`config.mk`:
```
export PLATFORM = sky130hd
export DESIGN_NAME = gnrc_fwft_fifo_lvl
export DESIGN_NICKNAME = d
export VERILOG_FILES = /design/src/rtl/gnrc_fifo_pkg.sv /design/src/rtl/gnrc_dist_dpram.sv /design/src/rtl/gnrc_fifo_ptr.sv /design/src/rtl/gnrc_fwft_fifo_lvl.sv
export SDC_FILE = /design/constraint.sdc
export NUM_CORES = 1
export LEC_CHECK = 0
export BUFFER_PORTS_ARGS = -buffer_cell sky130_fd_sc_hd__buf_2
export CAP_MARGIN = 5
export CORE_MARGIN = 2
export CORE_UTILIZATION = 40
export DETAILED_ROUTE_END_ITERATION = 10
export GPL_TIMING_DRIVEN = 0
export PLACE_DENSITY = 0.67
export SETUP_SLACK_MARGIN = 0.05
export SYNTH_ARGS = -nofsm -noshare
export SYNTH_HDL_FRONTEND = slang
export SYNTH_HIERARCHICAL = 1
export SYNTH_SLANG_ARGS = --single-unit
```
`constraint.sdc`:
```
create_clock -name clk_i -period 4.2 [get_ports clk_i]
set_clock_uncertainty 0.15 [all_clocks]
set_input_delay 0.42 -clock clk_i [delete_from_list [all_inputs] [get_ports clk_i]]
set_output_delay 0.42 -clock clk_i [all_outputs]
set_load 0.1 [all_outputs]
```
`src/rtl/gnrc_fifo_pkg.sv`:
```
// Shared helpers for the generic FIFO family: level width and pointer wrap.
package gnrc_fifo_pkg;

    function automatic int unsigned cnt_width(input int unsigned dp);
        return $clog2(dp + 1);
    endfunction

    // Depth need not be a power of two, so pointers wrap explicitly at dp-1.
    function automatic int unsigned ptr_wrap(input int unsigned ptr, input int unsigned dp);
        return (ptr == dp - 1) ? 0 : ptr + 1;
    endfunction

endpackage

```
`src/rtl/gnrc_dist_dpram.sv`:
```
// Distributed dual-port RAM: one write port, one asynchronous read port,
// optional input/output register stages.
module gnrc_dist_dpram #(
    parameter int unsigned DW    = 32,
    parameter int unsigned DEPTH = 8,
    parameter int unsigned AW    = 3,
    parameter bit          IBUF  = 1'b0,
    parameter bit          OBUF  = 1'b0
) (
    input  logic          clk_i,
    input  logic          we_i,
    input  logic [AW-1:0] waddr_i,
    input  logic [DW-1:0] wdata_i,
    input  logic [AW-1:0] raddr_i,
    output logic [DW-1:0] rdata_o
);

    logic [DW-1:0] mem [DEPTH];
    logic          we;
    logic [AW-1:0] waddr;
    logic [DW-1:0] wdata;
    logic [DW-1:0] rdata;

    generate
        if (IBUF) begin : g_ibuf
            always_ff @(posedge clk_i) begin
                we    <= we_i;
                waddr <= waddr_i;
                wdata <= wdata_i;
            end
        end else begin : g_no_ibuf
            assign we    = we_i;
            assign waddr = waddr_i;
            assign wdata = wdata_i;
        end
    endgenerate

    always_ff @(posedge clk_i) begin
        if (we) begin
            mem[waddr] <= wdata;
        end
    end

    assign rdata = mem[raddr_i];

    generate
        if (OBUF) begin : g_obuf
            always_ff @(posedge clk_i) begin
                rdata_o <= rdata;
            end
        end else begin : g_no_obuf
            assign rdata_o = rdata;
        end
    endgenerate

endmodule

```
`src/rtl/gnrc_fifo_ptr.sv`:
```
// FIFO pointer register: advances on en_i, wraps at DP-1, cleared by flush.
module gnrc_fifo_ptr
    import gnrc_fifo_pkg::*;
#(
    parameter int unsigned DP = 8,
    parameter int unsigned PW = (DP > 1) ? $clog2(DP) : 1
) (
    input  logic          clk_i,
    input  logic          rst_ni,
    input  logic          flush_i,
    input  logic          en_i,
    output logic [PW-1:0] ptr_o
);

    logic [PW-1:0] ptr_q;

    always_ff @(posedge clk_i or negedge rst_ni) begin
        if (!rst_ni) begin
            ptr_q <= '0;
        end else if (flush_i) begin
            ptr_q <= '0;
        end else if (en_i) begin
            ptr_q <= PW'(ptr_wrap(32'(ptr_q), DP));
        end
    end

    assign ptr_o = ptr_q;

endmodule

```
`src/rtl/gnrc_fwft_fifo_lvl.sv`:
```
// First-word-fall-through FIFO with registered level, programmable
// almost-full/almost-empty flags, sticky overflow/underflow and optional bypass.
module gnrc_fwft_fifo_lvl
    import gnrc_fifo_pkg::*;
#(
    parameter int unsigned DW     = 32,
    parameter int unsigned DP     = 8,
    parameter bit          BYPASS = 1'b0,
    parameter int unsigned CW     = cnt_width(DP)
) (
    input  logic          clk_i,
    input  logic          rst_ni,
    input  logic          flush_i,
    input  logic [DW-1:0] data_i,
    input  logic          wen_i,
    input  logic          ren_i,
    input  logic [CW-1:0] afull_thr_i,
    input  logic [CW-1:0] aempty_thr_i,
    output logic          full_o,
    output logic          empty_o,
    output logic [DW-1:0] data_o,
    output logic [CW-1:0] usage_o,
    output logic          afull_o,
    output logic          aempty_o,
    output logic          ovf_o,
    output logic          udf_o
);

    localparam int unsigned PW = $clog2(DP);

    logic [CW-1:0] count_q, count_d;
    logic          afull_q, aempty_q, ovf_q, udf_q;
    logic [PW-1:0] wptr, rptr;
    logic [DW-1:0] mem_rdata;
    logic          is_empty, acc_w, acc_r, passthru, wr_en, rd_en;

    assign is_empty = (count_q == '0);
    assign full_o   = (count_q == CW'(DP));
    assign empty_o  = BYPASS ? (is_empty & ~wen_i) : is_empty;
    assign data_o   = (BYPASS && is_empty) ? data_i : mem_rdata;

    assign acc_w = wen_i & ~full_o;
    assign acc_r = ren_i & ~empty_o;

    // A push+pop on an empty bypass FIFO is a pure pass-through: storage untouched.
    assign passthru = BYPASS & is_empty & wen_i & ren_i;
    assign wr_en    = acc_w & ~passthru;
    assign rd_en    = acc_r & ~passthru;

    always_comb begin
        count_d = count_q;
        if (wr_en && !rd_en) begin
            count_d = count_q + CW'(1);
        end else if (rd_en && !wr_en) begin
            count_d = count_q - CW'(1);
        end
    end

    always_ff @(posedge clk_i or negedge rst_ni) begin
        if (!rst_ni) begin
            count_q  <= '0;
            afull_q  <= 1'b0;
            aempty_q <= 1'b1;
            ovf_q    <= 1'b0;
            udf_q    <= 1'b0;
        end else if (flush_i) begin
            count_q  <= '0;
            afull_q  <= 1'b0;
            aempty_q <= 1'b1;
            ovf_q    <= 1'b0;
            udf_q    <= 1'b0;
        end else begin
            count_q  <= count_d;
            afull_q  <= (count_d >= afull_thr_i);
            aempty_q <= (count_d <= aempty_thr_i);
            ovf_q    <= ovf_q | (wen_i & full_o);
            udf_q    <= udf_q | (ren_i & empty_o);
        end
    end

    assign usage_o  = count_q;
    assign afull_o  = afull_q;
    assign aempty_o = aempty_q;
    assign ovf_o    = ovf_q;
    assign udf_o    = udf_q;

    gnrc_fifo_ptr #(
        .DP (DP),
        .PW (PW)
    ) u_wptr (
        .clk_i   (clk_i),
        .rst_ni  (rst_ni),
        .flush_i (flush_i),
        .en_i    (wr_en),
        .ptr_o   (wptr)
    );

    gnrc_fifo_ptr #(
        .DP (DP),
        .PW (PW)
    ) u_rptr (
        .clk_i   (clk_i),
        .rst_ni  (rst_ni),
        .flush_i (flush_i),
        .en_i    (rd_en),
        .ptr_o   (rptr)
    );

    gnrc_dist_dpram #(
        .DW    (DW),
        .DEPTH (DP),
        .AW    (PW),
        .IBUF  (1'b0),
        .OBUF  (1'b0)
    ) u_mem (
        .clk_i   (clk_i),
        .we_i    (wr_en),
        .waddr_i (wptr),
        .wdata_i (data_i),
        .raddr_i (rptr),
        .rdata_o (mem_rdata)
    );

endmodule

```
Yosys cells after proc, flatten, opt, wreduce, memory -nomap -nowiden. Memory sizes are Yosys's and may differ from the RTL's. Cells that the tools add are included.

RAM bits: 256. Output and inout port bits: 42. Logic and storage cells: 47. Input port bits: 45. Flip-flop bits (word level): 14. Memories kept: 1.

Multiplexer cells: 15. Reduce and logical (&&, ||, !) cells: 7. Eq/ne operators: 3. Bitwise operators: 8. $add $sub $neg: 4. Order comparisons: 2.

Memories: u_mem.mem (depth 8, width 32, rd ports 1, clocked after Yosys merged registers in 0, wr ports 1, RTL line gnrc_dist_dpram.sv:18) `logic [DW-1:0] mem [DEPTH];`.

Operators by type and width (number): $mux 3 (6); $mux 4 (3); $add 3x1->3 const B (2); $eq 3x3->1 const B (2); $mux 1 (6); $add 4x1->4 const B (1); $and 1x1->1 (4); $eq 4x4->1 const B (1); $ge 4x4->1 (1); $le 4x4->1 (1); $logic_not 4->1 (1); $reduce_bool 2->1 (2); $sub 4x1->4 const B (1); $logic_and 1x1->1 (2); $logic_not 1->1 (2); $not 1->1 (2); $or 1x1->1 (2).

Logic depth before layout (Yosys ltp).
Word-level depth: 9. Depth in mapped cells: 11. Gate-level depth less buffers: 11.

By module. The synthesis kept the hierarchy.

Modules (own cells, without submodules): gnrc_dist_dpram (area an instance 9825.7 µm², seq. area each 7687.4 µm², instances 1, cells each 383); gnrc_fwft_fifo_lvl (area an instance 732.0 µm², seq. area each 201.4 µm², instances 1, cells each 80); gnrc_fifo_ptr at u_rptr (area an instance 156.4 µm², seq. area each 75.1 µm², instances 1, cells each 13); gnrc_fifo_ptr at u_wptr (area an instance 151.4 µm², seq. area each 75.1 µm², instances 1, cells each 12).

Worst setup path after synthesis. No wires, ideal clock.

Path kind: flip-flop to flip-flop. Start: register count_q[0] (netlist: usage_o[0]). End: memory u_mem.mem[0][0], enable pin. Setup slack: -0.623 ns. Path buffers: 0. Stages on the path, launching flop included: 7. Arrival: 4.212 ns. Setup time: 0.461 ns. Data required time: 3.589 ns. Period minus slack after synthesis: 4.823 ns. Cell sequence: dfrtp_1 inv_1 ha_1 nand3b_1 and2_1 nand2b_1 nor3_1.

Longest elaborated chain between the ends: 5.

Ends and longest elaborated chain: start, declared (RTL line gnrc_fwft_fifo_lvl.sv:31) `logic [CW-1:0] count_q, count_d;`; start signal, assigned (RTL line gnrc_fwft_fifo_lvl.sv:73) `count_q <= count_d;`; $eq 4x4->1 (RTL line gnrc_fwft_fifo_lvl.sv:38) `assign full_o = (count_q == CW'(DP));`; $not 1->1 (RTL line gnrc_fwft_fifo_lvl.sv:42) `assign acc_w = wen_i & ~full_o;`; $and 1x1->1 (RTL line gnrc_fwft_fifo_lvl.sv:42); named net acc_w (RTL line gnrc_fwft_fifo_lvl.sv:35) `logic is_empty, acc_w, acc_r, passthru, wr_en, rd_en;`; $mux 1 (RTL line gnrc_dist_dpram.sv:39) `if (we) begin`; $mux 1 (implied by the code) (RTL line gnrc_dist_dpram.sv:40) `mem[waddr] <= wdata;`; end, declared (RTL line gnrc_dist_dpram.sv:18).

The timed path passes the listed nets, and every way through them passes these cells.

Final worst setup path.
Start: register u_rptr.ptr_q[2] (netlist: u_rptr/ptr_o[2]). End: output data_o[9].

Longest elaborated chain between the ends: 1.

Ends and longest elaborated chain: start, declared (RTL line gnrc_fifo_ptr.sv:15) `logic [PW-1:0] ptr_q;`; start signal, assigned (RTL line gnrc_fifo_ptr.sv:23) `ptr_q <= PW'(ptr_wrap(32'(ptr_q), DP));`; $mem_v2 8x32; end, declared (RTL line gnrc_fwft_fifo_lvl.sv:21) `output logic [DW-1:0] data_o,`.

No other way between the ends.

==> impl_metrics.csv <==
group,metric,value,unit
power,p_comb_share,30.9,%
timing,worstMarginPinSlew,826,ps
place,place_hpwl,13700,um
logic_synthesis,yosysTopAreaCell,"edfxtp_1",
place,place.gp.congestion,0.713,
timing,rsz0062_at_grt,"no",
clock_network,cts_resized,0,
critical_path,crit_path_top_delay_cell,"clkbuf_1",
critical_path,crit_start,"u_rptr/ptr_o[2]",
logic_synthesis,synth.avg_cell_area,22.3,um^2
timing,maxSlewViolCount,0,
timing,finalHoldWorstSlack,13.7,ps
global_route,track_usage,15.7,%
power,p_seq_share,38.9,%
logic_synthesis,synthSimpleGateAreaFrac,2.29,%
critical_path,path_depth,5,
clock_network,cts_post_setup_buffers_inserted,0,
logic_synthesis,synth_top_family_by_area,"multiplexers",
logic_synthesis,postSynthCellCount,488,
floorplanning,start_util,40.5,%
critical_path,worst_ep_required_time,3630,ps
logic_synthesis,asyncSetResetFlopFracSynth,5.19,%
global_route,grt_max_degree,22,
logic_synthesis,synthDistinctLibCells,43,
power,finalPower,8.12,mW
critical_path,cp-endpoint,"data_o[9]",
finish,drive_above_1_share,34.6,%
power,internal_power,5.31,mW
logic_synthesis,yosysSeqAreaShare,74.0,%
critical_path,path_max_fanout,10,
logic_synthesis,synth_nets,547,
power,p_leak,4.52,nW
place,io_buffers,84,
logic_synthesis,synth_top_area_share,70.8,%
route,wl_per_cell,22.0,um
critical_path,r2r_cells,11,
outcome,outcome,"finished, final reports clean",
floorplanning,core,26800,um^2
clock_network,clock_sinks,270,
critical_path,reg2reg_slack,1090,ps
power,powerDensity,616,nW/um^2
timing,setup_viol,0,
finish,utilization,49.2,%
power,p_sw_share,34.6,%
global_route,grt_antenna_before_repair,2,
clock_network,clockBufferDepth,3,
critical_path,startpoint_type,"flop",
critical_path,reg2reg_to,"afull_o",
finish,syn2layout_area_growth,21.3,%
clock_network,numCtsBuffers,27,
critical_path,worstPathArrival,2730,ps
logic_synthesis,synth_xor_area_share,0.161,%
logic_synthesis,synth_compound_area_share,1.75,%
route,drtIter0Drc,400,
clock_network,insertion_delay,530,ps
logic_synthesis,synth_edf_count,256,
timing,max_freq,303,MHz
clock_network,cts_tree,"built",
timing,max_slew_margin,44.8,%
clock_network,ctsHtreeMaxLevel,1,
critical_path,cp.buffers_inverters,3,
critical_path,crit_chain,"clkbuf_1, buf_2, mux4_2, mux2_2, buf_2",
route,drt.antenna.violating_nets,0,
critical_path,cp_slowest_stage_delay,450,ps
floorplanning,ios,87,
global_route,grt_first_pass_wirelength,33200,um
route,drc,0,
critical_path,path_common_cell,"buf_2",
timing,final.min_clock_period,3300,ps
route,firstDrtPassIters,4,
logic_synthesis,synthAdderAreaFrac,1.61,%
route,via_per_inst,5.28,
clock_network,clk_pin_slew_worst_paths,60,ps
floorplanning,fp.dieArea,28500,um^2
critical_path,r2r_start,"usage_o[0]",
clock_network,cts-root-buf,"clkbuf_16",
route,vias,5268,
critical_path,critical_path_class,"reg2out",
clock_network,cts_hold_buffers,24,
job,drv_cap,0,
logic_synthesis,syn-cell-area,10900,um^2
timing,final_hold_viol_count,0,
critical_path,cp-end-kind,"primary output",
route,routed_wirelength,22000,um
finish,nets,694,
floorplanning,num_rows,60,
logic_synthesis,yosys_warnings,6,
hold_path,hold_path_class,"in2reg",
logic_synthesis,muxShareOfSynthArea,18.5,%
logic_synthesis,synth_area_leaders,"edfxtp_1 71%, mux4_1 9.7%, mux4_2 5.0%",
logic_synthesis,synth-main-ff-cell,"edfxtp_1",
floorplanning,die-width,169,um
floorplanning,dieHeight,169,um
power,peakVddDrop,0.000703,V
place,pre_cts_slack,1120,ps
power,p_switching,2.81,mW
logic_synthesis,ys_seq_elements,270,
timing,fin_crit_sh,78.6,%
global_route,overflow,0,
critical_path,crit_family,"buffers and inverters",
timing,fin_ws,899,ps
power,pwr-share-clk,30.2,%
global_route,grt_pass1_vias,5709,
## placed cells by master, fill, tap and decap left out, drive strengths merged, types with 2 or more instances in the layout
| cell | n |
|---|---|
| o21ai | 2 |
| nor2 | 16 |
| nand2 | 5 |
| mux2 | 34 |
| a211oi | 5 |
| xnor2 | 2 |
| mux4 | 64 |
| or3b | 2 |
| nor3 | 5 |
| o21a | 2 |
| nor2b | 3 |
| nand2b | 9 |
| clkinvlp | 2 |
| bufinv | 5 |
| clkinv | 14 |
| clkbuf | 30 |
| ha | 14 |
| mux2i | 3 |
| edfxtp | 256 |
| nand3b | 2 |
| inv | 11 |
| buf | 114 |
| dlygate4sd3 | 24 |
| nand3 | 2 |
| dfrtp | 13 |
| a21oi | 6 |
## per-stage QoR
stage	area, um^2	setup TNS [ps]	cells
detailed placement	12000	0	923
finish	13200	0	998
global route	13200	0	997
global placement	11700	-164340	913
floorplan	10900	0	488
CTS	13200	0	997
## kinds of logic after synthesis
logic type | count (synthesis)
buffers and inverters | 32
xor gates and xnor gates | 2
adders and majority gates | 14
and+or+nand+nor | 46
muxes | 101
AOI/OAI and AO/OA | 23
DFF | 270
## power by group through the flow
stage	clock network (mW)	registers (mW)	logic (mW)
after floorplan	0	3.39	1.84
after global placement	0	3.21	2.41
after detailed placement	0	3.22	2.51
after CTS	2.51	3.16	2.54
after global routing	2.61	3.17	2.63
final	2.45	3.16	2.51
## final cells by class
cell class,count,area [um^2]
Clock buffer,28,679
Timing Repair Buffer,118,901
Tap cell,341,427
Fill cell,2154,13600
Multi-Input combinational cell,186,2710
Antenna cell,1,2.50
Inverter,10,37.5
Buffer,22,149
Sequential cell,270,8040
Clock inverter,22,235
## worst register-to-register path, cell delays in order, from the launching register on
cell	delay, ps
dfrtp_1	470
inv_1	120
ha_1	280
nor3b_4	350
nor2_2	130
o221a_4	290
xnor2_1	270
ha_1	290
nand2b_1	140
a21o_1	180
a211oi_1	240
nor3_1	80
## state kept, by name, summed over array words and instances (netlist names)
name          flops
u_mem/mem       256
afull_o           1
ovf_o             1
aempty_o          1
u_wptr/ptr_o      3
usage_o           4
udf_o             1
u_rptr/ptr_o      3
## cell usage after synthesis, types with 2 or more instances
master    count
or3b_1        2
inv_1         9
buf_1         4
xnor2_1       2
buf_2         8
mux4_1       40
nand3b_1      2
mux2_2       32
buf_6         7
edfxtp_1    256
clkbuf_1      2
dfrtp_1      13
nor2b_1       3
a21oi_1       4
nand3_1       2
a21oi_2       2
nor3_1        5
ha_1         14
nor2_1       15
nand2b_1      9
o21a_1        2
a211oi_1      4
nand2_1       5
mux4_2       24
mux2i_1       3
o21ai_0       2
## metal layers
metal  wire length, um  track usage (%)  share of wire (%)
met1              8920             19.6                 41
met2             11500             28.3                 52
met3              1190             2.74                5.4
met4               366             3.94                1.7
met5                13                0              0.059
## worst min path at each step
stage                    start                to  slack, ps  depth (start not counted)
floorplan               rst_ni           afull_o        -30                          0
global placement        rst_ni             udf_o        180                          1
detailed placement      rst_ni             udf_o        200                          1
CTS                  data_i[4]   u_mem/mem[7][4]        0.2                          1
global route        data_i[31]  u_mem/mem[4][31]         10                          1
finish               data_i[4]   u_mem/mem[2][4]         10                          1
(Power assumes the default switching activity.)
